## config.mk

```make
export PLATFORM = sky130hd
export DESIGN_NAME = mac_stream_driver
export DESIGN_NICKNAME = d
export VERILOG_FILES = /design/src/rtl/mac_stream_driver_pkg.sv /design/src/rtl/mac_operand_fifo.sv /design/src/rtl/mac_stream_driver.sv
export SDC_FILE = /design/constraint.sdc
export NUM_CORES = 1
export LEC_CHECK = 0
export ABC_AREA = 1
export ABC_CLOCK_PERIOD_IN_PS = 6550
export CAP_MARGIN = 0
export CORE_ASPECT_RATIO = 0.6
export CORE_MARGIN = 2
export CORE_UTILIZATION = 47
export CTS_BUF_LIST = sky130_fd_sc_hd__clkbuf_4
export DETAILED_ROUTE_END_ITERATION = 16
export HOLD_SLACK_MARGIN = 0.15
export PLACE_DENSITY = 0.76
export SLEW_MARGIN = 15
export SYNTH_ARGS = -nofsm -noshare
export SYNTH_HDL_FRONTEND = slang
export SYNTH_SLANG_ARGS = --single-unit
```

## constraint.sdc

```tcl
create_clock -name clk -period 6.55 [get_ports clk]
set_input_delay 1.31 -clock clk [delete_from_list [all_inputs] [get_ports clk]]
set_output_delay 1.31 -clock clk [all_outputs]
set_load 0.005 [all_outputs]
```

## src/rtl/mac_stream_driver_pkg.sv

```systemverilog
// Shared types and widths for the mac_unit stream driver.
package mac_stream_driver_pkg;

  localparam int unsigned OpW  = 2;   // operand width
  localparam int unsigned AccW = 8;   // accumulator width
  localparam int unsigned LenW = 4;   // job length width
  localparam int unsigned EntW = 2 * OpW;

  typedef enum logic [2:0] {
    StIdle  = 3'd0,
    StClear = 3'd1,
    StRun   = 3'd2,
    StDrain = 3'd3,
    StDone  = 3'd4
  } state_e;

endpackage

```

## src/rtl/mac_operand_fifo.sv

```systemverilog
// Synchronous FIFO of {a,b} operand pairs with flush; push+pop allowed when full.
module mac_operand_fifo
  import mac_stream_driver_pkg::*;
#(
  parameter int unsigned Depth = 4
) (
  input  logic            clk,
  input  logic            reset,
  input  logic            flush,
  input  logic            push,
  input  logic [EntW-1:0] wdata,
  input  logic            pop,
  output logic [EntW-1:0] rdata,
  output logic            full,
  output logic            empty
);

  localparam int unsigned AW   = (Depth > 1) ? $clog2(Depth) : 1;
  localparam int unsigned CntW = AW + 1;

  logic [EntW-1:0] mem [Depth];
  logic [AW-1:0]   wptr_q, rptr_q;
  logic [CntW-1:0] count_q;
  logic            wr_en, rd_en;

  assign full  = (count_q == CntW'(Depth));
  assign empty = (count_q == '0);
  // A pop in the same cycle frees the slot, so a write into a full FIFO is fine then.
  assign wr_en = push && (!full || pop);
  assign rd_en = pop && !empty;
  assign rdata = mem[rptr_q];

  // Storage array; no reset needed, occupancy is tracked by the pointers.
  always_ff @(posedge clk) begin
    if (wr_en) mem[wptr_q] <= wdata;
  end

  // Pointer and occupancy bookkeeping.
  always_ff @(posedge clk or negedge reset) begin
    if (!reset) begin
      wptr_q  <= '0;
      rptr_q  <= '0;
      count_q <= '0;
    end else if (flush) begin
      wptr_q  <= '0;
      rptr_q  <= '0;
      count_q <= '0;
    end else begin
      if (wr_en) wptr_q <= wptr_q + AW'(1);
      if (rd_en) rptr_q <= rptr_q + AW'(1);
      case ({wr_en, rd_en})
        2'b10:   count_q <= count_q + CntW'(1);
        2'b01:   count_q <= count_q - CntW'(1);
        default: count_q <= count_q;
      endcase
    end
  end

endmodule

```

## src/rtl/mac_stream_driver.sv

```systemverilog
// Drives a mac_unit from a job request plus a valid/ready operand stream and
// returns the final accumulator value over a valid/ready result handshake.
module mac_stream_driver
  import mac_stream_driver_pkg::*;
#(
  parameter int unsigned FIFO_DEPTH  = 4,
  parameter int unsigned MAC_LATENCY = 1
) (
  input  logic            clk,
  input  logic            reset,
  input  logic            start,
  input  logic [LenW-1:0] len,
  output logic            busy,
  input  logic            in_valid,
  input  logic [OpW-1:0]  in_a,
  input  logic [OpW-1:0]  in_b,
  output logic            in_ready,
  output logic [OpW-1:0]  mac_a,
  output logic [OpW-1:0]  mac_b,
  output logic            mac_enable,
  output logic            mac_clear,
  input  logic [AccW-1:0] mac_out,
  output logic [AccW-1:0] result,
  output logic            result_valid,
  input  logic            result_ready
);

  localparam int unsigned DrainW = $clog2(MAC_LATENCY + 1) + 1;

  state_e            state_q, state_d;
  logic [LenW-1:0]   len_q, len_d;
  logic [LenW-1:0]   accepted_q, accepted_d;
  logic [LenW-1:0]   issued_q, issued_d;
  logic [DrainW-1:0] drain_q, drain_d;
  logic [OpW-1:0]    mac_a_q, mac_a_d, mac_b_q, mac_b_d;
  logic              mac_enable_q, mac_enable_d;
  logic              mac_clear_q, mac_clear_d;
  logic [AccW-1:0]   result_q, result_d;
  logic              result_valid_q, result_valid_d;

  logic              fifo_push, fifo_pop, fifo_flush, fifo_full, fifo_empty;
  logic [EntW-1:0]   fifo_rdata;

  assign in_ready  = ((state_q == StClear) || (state_q == StRun)) && !fifo_full &&
                     (accepted_q < len_q);
  assign fifo_push = in_valid && in_ready;
  assign fifo_pop  = (state_q == StRun) && !fifo_empty && (issued_q < len_q);

  mac_operand_fifo #(
    .Depth (FIFO_DEPTH)
  ) u_fifo (
    .clk   (clk),
    .reset (reset),
    .flush (fifo_flush),
    .push  (fifo_push),
    .wdata ({in_a, in_b}),
    .pop   (fifo_pop),
    .rdata (fifo_rdata),
    .full  (fifo_full),
    .empty (fifo_empty)
  );

  // Next-state, counters and registered mac_unit/result outputs.
  always_comb begin
    state_d        = state_q;
    len_d          = len_q;
    accepted_d     = accepted_q;
    issued_d       = issued_q;
    drain_d        = drain_q;
    mac_a_d        = mac_a_q;
    mac_b_d        = mac_b_q;
    mac_enable_d   = 1'b0;
    mac_clear_d    = 1'b0;
    result_d       = result_q;
    result_valid_d = result_valid_q;
    fifo_flush     = 1'b0;

    if (fifo_push) accepted_d = accepted_q + LenW'(1);

    unique case (state_q)
      StIdle: begin
        if (start) begin
          len_d       = (len == '0) ? LenW'(1) : len;
          accepted_d  = '0;
          issued_d    = '0;
          fifo_flush  = 1'b1;
          mac_clear_d = 1'b1;  // lines up with the single CLEAR cycle
          state_d     = StClear;
        end
      end
      StClear: state_d = StRun;
      StRun: begin
        if (fifo_pop) begin
          mac_a_d      = fifo_rdata[EntW-1:OpW];
          mac_b_d      = fifo_rdata[OpW-1:0];
          mac_enable_d = 1'b1;
          issued_d     = issued_q + LenW'(1);
          if (issued_d == len_q) begin
            drain_d = '0;
            state_d = StDrain;
          end
        end
      end
      StDrain: begin
        // First DRAIN cycle is the final enable cycle; mac_out is valid MAC_LATENCY later.
        if (drain_q == DrainW'(MAC_LATENCY)) begin
          result_d       = mac_out;
          result_valid_d = 1'b1;
          state_d        = StDone;
        end else begin
          drain_d = drain_q + DrainW'(1);
        end
      end
      StDone: begin
        if (result_ready) begin
          result_valid_d = 1'b0;
          state_d        = StIdle;
        end
      end
      default: state_d = StIdle;
    endcase
  end

  // State and output registers; reset aborts any job in flight.
  always_ff @(posedge clk or negedge reset) begin
    if (!reset) begin
      state_q        <= StIdle;
      len_q          <= '0;
      accepted_q     <= '0;
      issued_q       <= '0;
      drain_q        <= '0;
      mac_a_q        <= '0;
      mac_b_q        <= '0;
      mac_enable_q   <= 1'b0;
      mac_clear_q    <= 1'b0;
      result_q       <= '0;
      result_valid_q <= 1'b0;
    end else begin
      state_q        <= state_d;
      len_q          <= len_d;
      accepted_q     <= accepted_d;
      issued_q       <= issued_d;
      drain_q        <= drain_d;
      mac_a_q        <= mac_a_d;
      mac_b_q        <= mac_b_d;
      mac_enable_q   <= mac_enable_d;
      mac_clear_q    <= mac_clear_d;
      result_q       <= result_d;
      result_valid_q <= result_valid_d;
    end
  end

  assign busy         = (state_q != StIdle);
  assign mac_a        = mac_a_q;
  assign mac_b        = mac_b_q;
  assign mac_enable   = mac_enable_q;
  assign mac_clear    = mac_clear_q;
  assign result       = result_q;
  assign result_valid = result_valid_q;

endmodule

```

== Word level (Yosys, flattened, before mapping) ==
Memory sizes are Yosys's and may differ from the RTL's. A register that Yosys moved wholly into a read port is not among the register bits.
Cells that the tools add are included.

* Bits in registers: 35
* RAM bits: 16
* Bits of input ports: 21
* Word-level logic and storage cells: 98
* Memories kept: 1

{| class="wikitable"
|+ Memory list
! memory !! words !! bits a word !! rd ports !! clocked after memory_dff !! write ports !! RTL line !! text
|-
| u_fifo.mem || 4 || 4 || 1 || 1 || 1 || mac_operand_fifo.sv:21 || <nowiki>logic [EntW-1:0] mem [Depth];</nowiki>
|}

* $add $sub $neg: 7
* Magnitude comparators: 2
* Eq/ne operators: 15
* Muxes and demuxes: 32
* Reductions and logical operators: 29

{| class="wikitable"
|+ Operators by type and width
! cell !! number
|-
| 2-to-1 mux 4 bit || 6
|-
| 2-to-1 mux 3 bit || 6
|-
| one-hot mux 3 bit (5 select lines) || 1
|-
| 2-to-1 mux 2 bit || 7
|-
| nonzero test 2 bit || 5
|-
| adder 4 x 1 -> 4 bit (second input constant) || 2
|-
| less-than comparator 4 bit || 2
|-
| 2-to-1 mux 1 bit || 8
|-
| != test 2 bit (second input constant) || 4
|-
| one-hot mux 4 bit (2 select lines) || 1
|-
| logical AND 1 bit || 7
|-
| adder 2 x 1 -> 2 bit (second input constant) || 3
|-
| equality test 3 x 2 -> 1 bit (second input constant) || 2
|-
| equality test 3 bit (second input constant) || 2
|-
| zero test 3 bit || 2
|-
| one-hot mux 3 bit (2 select lines) || 1
|-
| AND reduction 2 bit || 3
|-
| AND reduction 3 bit || 2
|-
| nonzero test 3 bit || 2
|-
| AND reduction 5 bit || 1
|-
| equality test 2 x 1 -> 1 bit (second input constant) || 2
|-
| equality test 4 bit || 1
|-
| zero test 4 bit || 1
|-
| != test 2 x 1 -> 1 bit (second input constant) || 2
|-
| 9 further kinds || 12
|}

== Longest topological paths before layout ==
Gate-level depths: netlist of the first run.

* Depth after elaboration: 9
* Mapped depth: 18
* Mapped depth without buffers: 18

== By module ==
A second synthesis of the first run with hierarchy kept.

* Cells, all modules: 301
* Area, all modules: 2806.4 sq um

{| class="wikitable"
|+ Modules (own cells, without submodules)
! module !! times used !! cells each !! area an instance (sq um) !! sequential area each (sq um)
|-
| mac_stream_driver || 1 || 198 || 1701.6 || 800.8
|-
| mac_operand_fifo || 1 || 103 || 1104.8 || 655.6
|}

== Least setup slack after synthesis of the first run ==
Ideal clock, no wire load.

* Path kind: input -> register
* Start point: input in_valid
* End point: register u_fifo.count_q[2]
* Library setup time: 0.117 ns
* Data arrival time: 2.412 ns
* Required time: 6.433 ns
* Path slack: 4.021 ns
* Stages on the path: 10
* Buffers on the path: 0
* Cell sequence: nand3_2 nand2_4 inv_1 fa_1 xor2_1 nand3_1 nand2_1 inv_1 nand2_1 nand2_1

* Cells in the longest elaborated chain, start to end: 5
* Elaborated cells between the ends (all ways): 7
* Classes of those cells: 2 x eq/ne; 2 x mux; 3 x reduce/logical

{| class="wikitable"
|+ Ends and longest elaborated chain
! what !! RTL line !! text
|-
| start: declaration || mac_stream_driver.sv:14 || <nowiki>input logic in_valid,</nowiki>
|-
| logical AND 1 bit * || mac_stream_driver.sv:46 || <nowiki>assign fifo_push = in_valid && in_ready;</nowiki>
|-
| logical AND 1 bit * || mac_operand_fifo.sv:29 || <nowiki>assign wr_en = push && (!full || pop);</nowiki>
|-
| equality test 2 x 1 -> 1 bit or equality test 2 bit (tied branches) || mac_operand_fifo.sv:51 || <nowiki>case ({wr_en, rd_en})</nowiki>
|-
| one-hot mux 3 bit (2 select lines) || mac_operand_fifo.sv:51 ||
|-
| 2-to-1 mux 3 bit || mac_operand_fifo.sv:44 || <nowiki>end else if (flush) begin</nowiki>
|-
| end signal: assignment || mac_operand_fifo.sv:52 || <nowiki>2'b10: count_q <= count_q + CntW'(1);</nowiki>
|-
| end signal: assignment || mac_operand_fifo.sv:53 || <nowiki>2'b01: count_q <= count_q - CntW'(1);</nowiki>
|-
| end signal: assignment || mac_operand_fifo.sv:54 || <nowiki>default: count_q <= count_q;</nowiki>
|-
| end: declaration || mac_operand_fifo.sv:23 || <nowiki>logic [CntW-1:0] count_q;</nowiki>
|}

Mark *: on every way between the ends. The rest lies on a longest branch, timed or not.
A chain may end at the register's enable or synchronous reset.

== Worst setup path in the final report of the first run ==
* Start point: register len_q[3]
* End point: output in_ready

* Cells in the longest elaborated chain, start to end: 2

{| class="wikitable"
|+ Ends and longest elaborated chain
! what !! RTL line !! text
|-
| start: declaration || mac_stream_driver.sv:31 || <nowiki>logic [LenW-1:0] len_q, len_d;</nowiki>
|-
| start signal: assignment || mac_stream_driver.sv:140 || <nowiki>len_q <= len_d;</nowiki>
|-
| less-than comparator 4 bit || mac_stream_driver.sv:45 || <nowiki>(accepted_q < len_q);</nowiki>
|-
| logical AND 1 bit || mac_stream_driver.sv:44 || <nowiki>assign in_ready = ((state_q == StClear) || (state_q == StRun)) && !fifo_full &&</nowiki>
|-
| end: declaration || mac_stream_driver.sv:17 || <nowiki>output logic in_ready,</nowiki>
|}

No other way between the ends.

==> results of run 1 <==
==> per-stage QoR <==
step	power (mW)	cell area, um^2	cells
after floorplan	1.06	2790	319
after global placement	1.28	3230	432
after detailed placement	1.31	3230	432
after CTS	1.48	3300	440
after global routing	1.61	3300	440
final	1.47	3300	440
==> metal layers <==
metal | track usage | up-vias | wire, um | share of wire
met5 | 0 | - | 0 | 0
met4 | 0.0473 | 0 | 29 | 0.0051
met2 | 0.282 | 62 | 2400 | 0.42
met1 | 0.269 | 969 | 2900 | 0.51
met3 | 0.0580 | 2 | 360 | 0.063
li1 | - | 1103 | - | -
==> state kept, by name, summed over array words and instances (netlist names) <==
signal          flops
issued_q            4
u_fifo.rptr_q       2
result              8
u_fifo.count_q      3
drain_q             2
u_fifo.wptr_q       2
mac_a               2
len_q               4
u_fifo.mem         16
mac_enable          1
mac_b               2
state_q             3
accepted_q          4
result_valid        1
mac_clear           1
==> power by group through the flow <==
| stage | Combinational [mW] | Sequential, mW | Clock, mW |
|---|---|---|---|
| 3_3_place_gp | 0.710 | 0.570 | 0 |
| 6_report | 0.737 | 0.566 | 0.165 |
| 2_1_floorplan | 0.503 | 0.553 | 0 |
| 5_1_grt | 0.837 | 0.583 | 0.188 |
| 4_1_cts | 0.740 | 0.566 | 0.170 |
| 3_5_place_dp | 0.738 | 0.571 | 0 |
==> cell type report <==
type	count	area [um^2]	share of cell area
multi-input combinational	212	1130	0.342
timing repair buffer	37	365	0.111
clock inverter	3	33.8	0.0102
sequential	55	1460	0.441
inverter	48	180	0.0546
clock buffer	5	37.5	0.0114
tap	80	100	0.0303
==> final timing paths <==
| kind | startpoint | endpoint | slack (ns) | cells after the start |
|---|---|---|---|---|
| max | len_q[3] | in_ready | 3.06 | 8 |
| min | result[3] | result[3] | 0.49 | 2 |
| max reg2reg | len_q[3] | u_fifo.count_q[2] | 3.91 | 17 |
| min reg2reg | result[3] | result[3] | 0.49 | 2 |
| max in group asynchronous | reset | state_q[0] | 5.00 | 1 |
| min in group asynchronous | reset | accepted_q[1] | 1.01 | 1 |
==> cell families after synthesis <==
logic type,Yosys count,share of synthesized area
DFF,55,0.521
AOI/OAI and AO/OA,36,0.0708
adders and majority gates,15,0.0699
xor gates and xnor gates,2,0.00627
buffers and inverters,52,0.0752
and+or+nand+nor,159,0.257
==> cells in the mapped netlist (all sizes together) <==
cell type | number | area share
nand2 | 85 | 0.12
inv | 48 | 0.064
nor2 | 43 | 0.072
dfrtp | 39 | 0.35
o21ai | 22 | 0.039
nand3 | 19 | 0.039
edfxtp | 16 | 0.17
ha | 14 | 0.063
a21oi | 8 | 0.016
nand4 | 5 | 0.011
a31oi | 4 | 0.0090
nor3 | 4 | 0.0072
buf | 3 | 0.0094
or2 | 2 | 0.0045
xor2 | 2 | 0.0063
a211oi | 1 | 0.0045
clkbuf | 1 | 0.0013
fa | 1 | 0.0072
nor4 | 1 | 0.0022
o22ai | 1 | 0.0022
==> worst reg2reg max path, stage by stage (launching register included) <==
cell and delay (ns):
dfrtp_1 0.42, inv_1 0.14, ha_1 0.27, nand2_1 0.07, nand2_1 0.06, inv_1 0.05, nand2_1 0.05, nor2_2 0.09
nand3_2 0.27, nand2_4 0.19, inv_1 0.07, fa_1 0.38, xor2_1 0.19, nand3_1 0.09, nand2_1 0.08, inv_1 0.04
nand2_1 0.05, nand2_1 0.04
==> placed cells by master, fill, tap and decap left out <==
| master | count |
|---|---|
| or2_2 | 2 |
| nor3_1 | 4 |
| buf_2 | 1 |
| nor2_4 | 2 |
| edfxtp_1 | 16 |
| inv_1 | 45 |
| nand2_1 | 80 |
| clkbuf_4 | 5 |
| fa_1 | 1 |
| inv_2 | 3 |
| ha_1 | 14 |
| a21oi_2 | 1 |
| a211oi_2 | 1 |
| clkdlybuf4s50_1 | 36 |
| nand2_4 | 1 |
| nor2_1 | 37 |
| inv_6 | 1 |
| nor4_1 | 1 |
| a21oi_1 | 7 |
| nand3_1 | 16 |
| a31oi_1 | 4 |
| nor2_8 | 1 |
| o22ai_1 | 1 |
| nand2_2 | 4 |
| o21ai_1 | 2 |
| clkinv_8 | 1 |
| dfrtp_1 | 39 |
| nor2_2 | 3 |
| nand4_1 | 5 |
| o21ai_0 | 20 |
| nand3_2 | 3 |
| clkinv_4 | 1 |
| xor2_1 | 2 |
==> qor.txt, run 1 <==
Clock Skews -> 0.0139 ns
fin util -> 0.584
Place WS -> 3.14 ns
Hold WS -> 0.493 ns
CP dominant cell by count -> nand2_1
count of final hold-check violations -> 0
Cell Rows -> 21
Max-slew headroom -> 0.427
Worst EP arrival -> 2.18 ns
initial antenna violation count -> 0
Fmax -> 286 MHz
CP Data Required Time -> 5.24 ns
switching pwr -> 0.639 mW
CP delay by family, top -> buffers and inverters
drt pass-1 iters -> 4
total CTS buffers -> 5
Final Max Tran Viols -> 0
Hold Path Class -> reg2reg
number of global-route vias before repair -> 2031
Comb pwr share -> 0.502
# fillers -> 506
number of synthesis warnings -> 0
Finish-stage setup viols -> 0
I/O Pins -> 38
largest net degree at the start of global routing -> 40
die width -> 104 um
Critical Path Max Stage Delay -> 0.51 ns
Setup TNS -> 0 ns
unrepaired setup endpoints after global routing -> no
fin crit period -> 3.49 ns
first-pass GRT wire length -> 9670 um
routability cong. -> 0.819
CP max-delay cell -> clkdlybuf4s50_1
synth unique cells -> 30
fraction of power spent switching nets -> 0.435
Mapped Area -> 0.00279 mm^2
Bufs on Longest Clock Path -> 2
Global Route Usage Sum -> 0.189
die area -> 0.00660 mm^2
CP Cell Sequence -> inv_1 > ha_1 > nand2_1 > nand2_1 > a21oi_1 > nand2_1 > nor2_4 > clkdlybuf4s50_1
Crit. End Element -> output port
setup bufs post-CTS -> 0
PD cells -> 445 mW/mm^2
synthesis-stage register bit count -> 55
Synth Net Count -> 355
Clock Latency Late Sink -> 0.38 ns
# port buffers -> 37
Tcrit/Tclk final -> 0.533
Crit Path Max Fanout -> 4
Peak supply drop -> 0.202 mV
Seq/Total Area, Yosys -> 0.521
detailed-route DRC error count -> 0
total core area -> 0.00565 mm^2
static leakage -> 1.55 nW
via total after detailed routing -> 2136
Setup Crit Path Kind -> reg2out
Buf/Inv on CP -> 2
Antenna diodes -> 0
DIE HEIGHT -> 63.7 um
Max Cap Viol -> 0
Cell Int Power -> 0.829 mW
Synth Area per Inst -> 8.76 um^2
status -> finished clean
Clk Tree Root Cell -> clkbuf_4
hpwl dp -> 4280 um
Hold-fix buffers, CTS -> 0
H-tree Lvls -> 2
Flop pwr share -> 0.386
gr ovfl total -> 0
Setup crit start kind -> flip-flop
DR WL/cell -> 12.9 um
nets -> 395
Initial Util -> 0.495
CTS sink count -> 55
setup ws final -> 3.06 ns
Total Wirelength -> 5690 um
Worst-path clk slew -> 0.17 ns
Via density -> 4.85
synthesis-to-layout area growth -> 18.1%
Slew @ Worst Pin -> 0.860 ns
Routed Antenna Nets -> 0
Post-CTS Resized -> 0
share of layout cells above drive strength 1 -> 0.0833
DR iter-0 viols -> 199
Gate Count Post-Synth -> 319
CTS tree -> built
clock network power share -> 0.112
No activity file was read; power rests on OpenSTA's default activity.
==> run 2: changes to the inputs <==
ABC_CLOCK_PERIOD_IN_PS = 3100   (was 6550)
PLACE_DENSITY = 0.79   (was 0.76)
clock period = 3.1 ns   (was 6.55 ns; I/O delays follow)
==> qor.txt, run 2 (same netlist as run 1, synthesis figures left out) <==
PD cells -> 955 mW/mm^2 (+110%)
# port buffers -> 37 (unchanged)
Hold Path Class -> in2async
Via density -> 5.00 (+3.0%)
synthesis-to-layout area growth -> 18.9%
commonest cells after routing, fill and taps aside -> 80 x nand2_1, 45 x inv_1, 39 x dfrtp_1
CTS sink count -> 55 (unchanged)
setup bufs post-CTS -> 0 (unchanged)
worst r2r path cells -> 17 (unchanged)
initial antenna violation count -> 0 (unchanged)
Worst-path clk slew -> 0.16 ns (about the same)
status -> finished clean
Post-CTS Resized -> 0 (unchanged)
gr ovfl total -> 0 (unchanged)
Setup Crit Path Kind -> reg2out
total CTS buffers -> 5 (unchanged)
Clock Latency Late Sink -> 0.38 ns (about the same)
max reg flops -> 16 (unchanged)
Antenna diodes -> 0 (unchanged)
static leakage -> 1.56 nW (+0.49%)
number of global-route vias before repair -> 2145 (+5.6%)
Crit Path Max Fanout -> 4 (unchanged)
R2R setup slack -> 0.74 ns (-3.17 ns)
die area -> 0.00660 mm^2 (unchanged)
Initial Util -> 0.495 (unchanged)
Fmax -> 364 MHz
fin crit period -> 2.75 ns
CP Data Required Time -> 2.48 ns (-2.76 ns)
Slew @ Worst Pin -> 0.873 ns (+0.0133 ns)
Clk Tree Root Cell -> clkbuf_4
placed cells -> 433 (+0.23%)
routability cong. -> 0.846 (+3.4%)
Worst EP arrival -> 2.13 ns (-0.05 ns)
# fillers -> 472 (-6.7%)
die width -> 104 um (unchanged)
Bufs on Longest Clock Path -> 2 (unchanged)
Clock Skews -> 0.00723 ns (-0.00663 ns)
Peak supply drop -> 0.421 mV (+110%)
Tcrit/Tclk final -> 0.886
M1 WL -> 2770 um (-4.7%)
RR Startpoint -> issued_q[0]
DR iter-0 viols -> 125 (-37%)
nets -> 396 (+0.25%)
DR WL/cell -> 13.0 um (+0.60%)
fin cells -> 441 (+0.23%)
unrepaired setup endpoints after global routing -> no
Crit. End Element -> output port
via total after detailed routing -> 2206 (+3.3%)
most common cell after layout, fill and taps aside -> nand2_1
share of layout cells above drive strength 1 -> 0.0859 (+0.00254)
FF+latch area -> 0.00146 mm^2 (unchanged)
Routed Antenna Nets -> 0 (unchanged)
Global Route Usage Sum -> 0.183 (-0.00531)
highest metal used -> met4
Finish-stage setup viols -> 0 (unchanged)
Setup crit start kind -> flip-flop
Max-slew headroom -> 0.418 (-0.00889)
hpwl dp -> 4210 um (-1.7%)
Top reg by flops -> u_fifo.mem
Final Max Tran Viols -> 0 (unchanged)
CTS tree -> built
first-pass GRT wire length -> 9580 um (-0.92%)
Total Wirelength -> 5740 um (+0.83%)
Setup TNS -> 0 ns (unchanged)
Hold-fix buffers, CTS -> 0 (unchanged)
count of final hold-check violations -> 0 (unchanged)
total core area -> 0.00565 mm^2 (unchanged)
detailed-route DRC error count -> 0 (unchanged)
Final Power -> 3.17 mW (+120%)
Cell Rows -> 21 (unchanged)
metal2 WL -> 2600 um (+8.6%)
H-tree Lvls -> 2 (unchanged)
drt pass-1 iters -> 4 (unchanged)
I/O Pins -> 38 (unchanged)
Reg2Reg Capture Point -> u_fifo.count_q[2]
Max Cap Viol -> 0 (unchanged)
largest net degree at the start of global routing -> 40 (unchanged)
Multi-input gate area -> 0.00113 mm^2 (unchanged)
DIE HEIGHT -> 63.7 um (unchanged)
met3 wire len -> 335 um (-6.9%)
run 2: changes by cell type in the layout (fill, tap and decap cells not counted):
cell and change:
buf_4 +1, clkinv_4 -1, clkinv_8 -1, bufinv_16 +1, clkinvlp_4 +1
run 2: worst max path at each step:
stage               startpoint                end  depth (start not counted)
floorplan             len_q[3]  u_fifo.count_q[2]                         17
global placement      in_valid  u_fifo.count_q[2]                         11
detailed placement    in_valid  u_fifo.count_q[2]                         11
CTS                   len_q[3]           in_ready                          8
global route          len_q[3]           in_ready                          8
finish                len_q[3]           in_ready                          8
run 2: per-stage QoR:
stage	cell area [um^2]	util	worst slack, ns	hold WS, ns
after floorplan	2790	-	0.905	0.324
after global placement	3240	0.573	0.715	0.454
after detailed placement	3240	0.573	0.613	0.462
after CTS	3320	0.588	0.350	0.366
after global routing	3320	0.588	0.231	0.392
final	3320	0.588	0.354	0.332
run 2: area by class of cell:
class / instances / share of cell area
flip-flops and latches: 55 / 0.439
multi-input cells: 212 / 0.339
repair buffers: 38 / 0.112
inverters: 48 / 0.0543
well taps: 80 / 0.0301
clock inverters: 3 / 0.0139
clock buffers: 5 / 0.0113
run 2: power breakdown:
group / total (mW) / leakage [nW] / internal (mW) / switching, mW
sequential: 1.21 / 0.631 / 1.01 / 0.200
combinational: 1.55 / 0.883 / 0.655 / 0.900
clock: 0.412 / 0.0418 / 0.173 / 0.239
run 2: worst max-delay path, cell delays in order, from the launching register on:
cell and delay (ns):
dfrtp_1 0.41, inv_1 0.11, ha_1 0.25, nand2_1 0.06, nand2_1 0.05, a21oi_1 0.11, nand2_1 0.10, nor2_4 0.13
clkdlybuf4s50_1 0.52
run 2: routing by layer:
metal	global-route usage	vias up
met5	0	-
met4	0.0490	0
met3	0.0487	5
met2	0.292	62
met1	0.251	1029
li1	-	1110
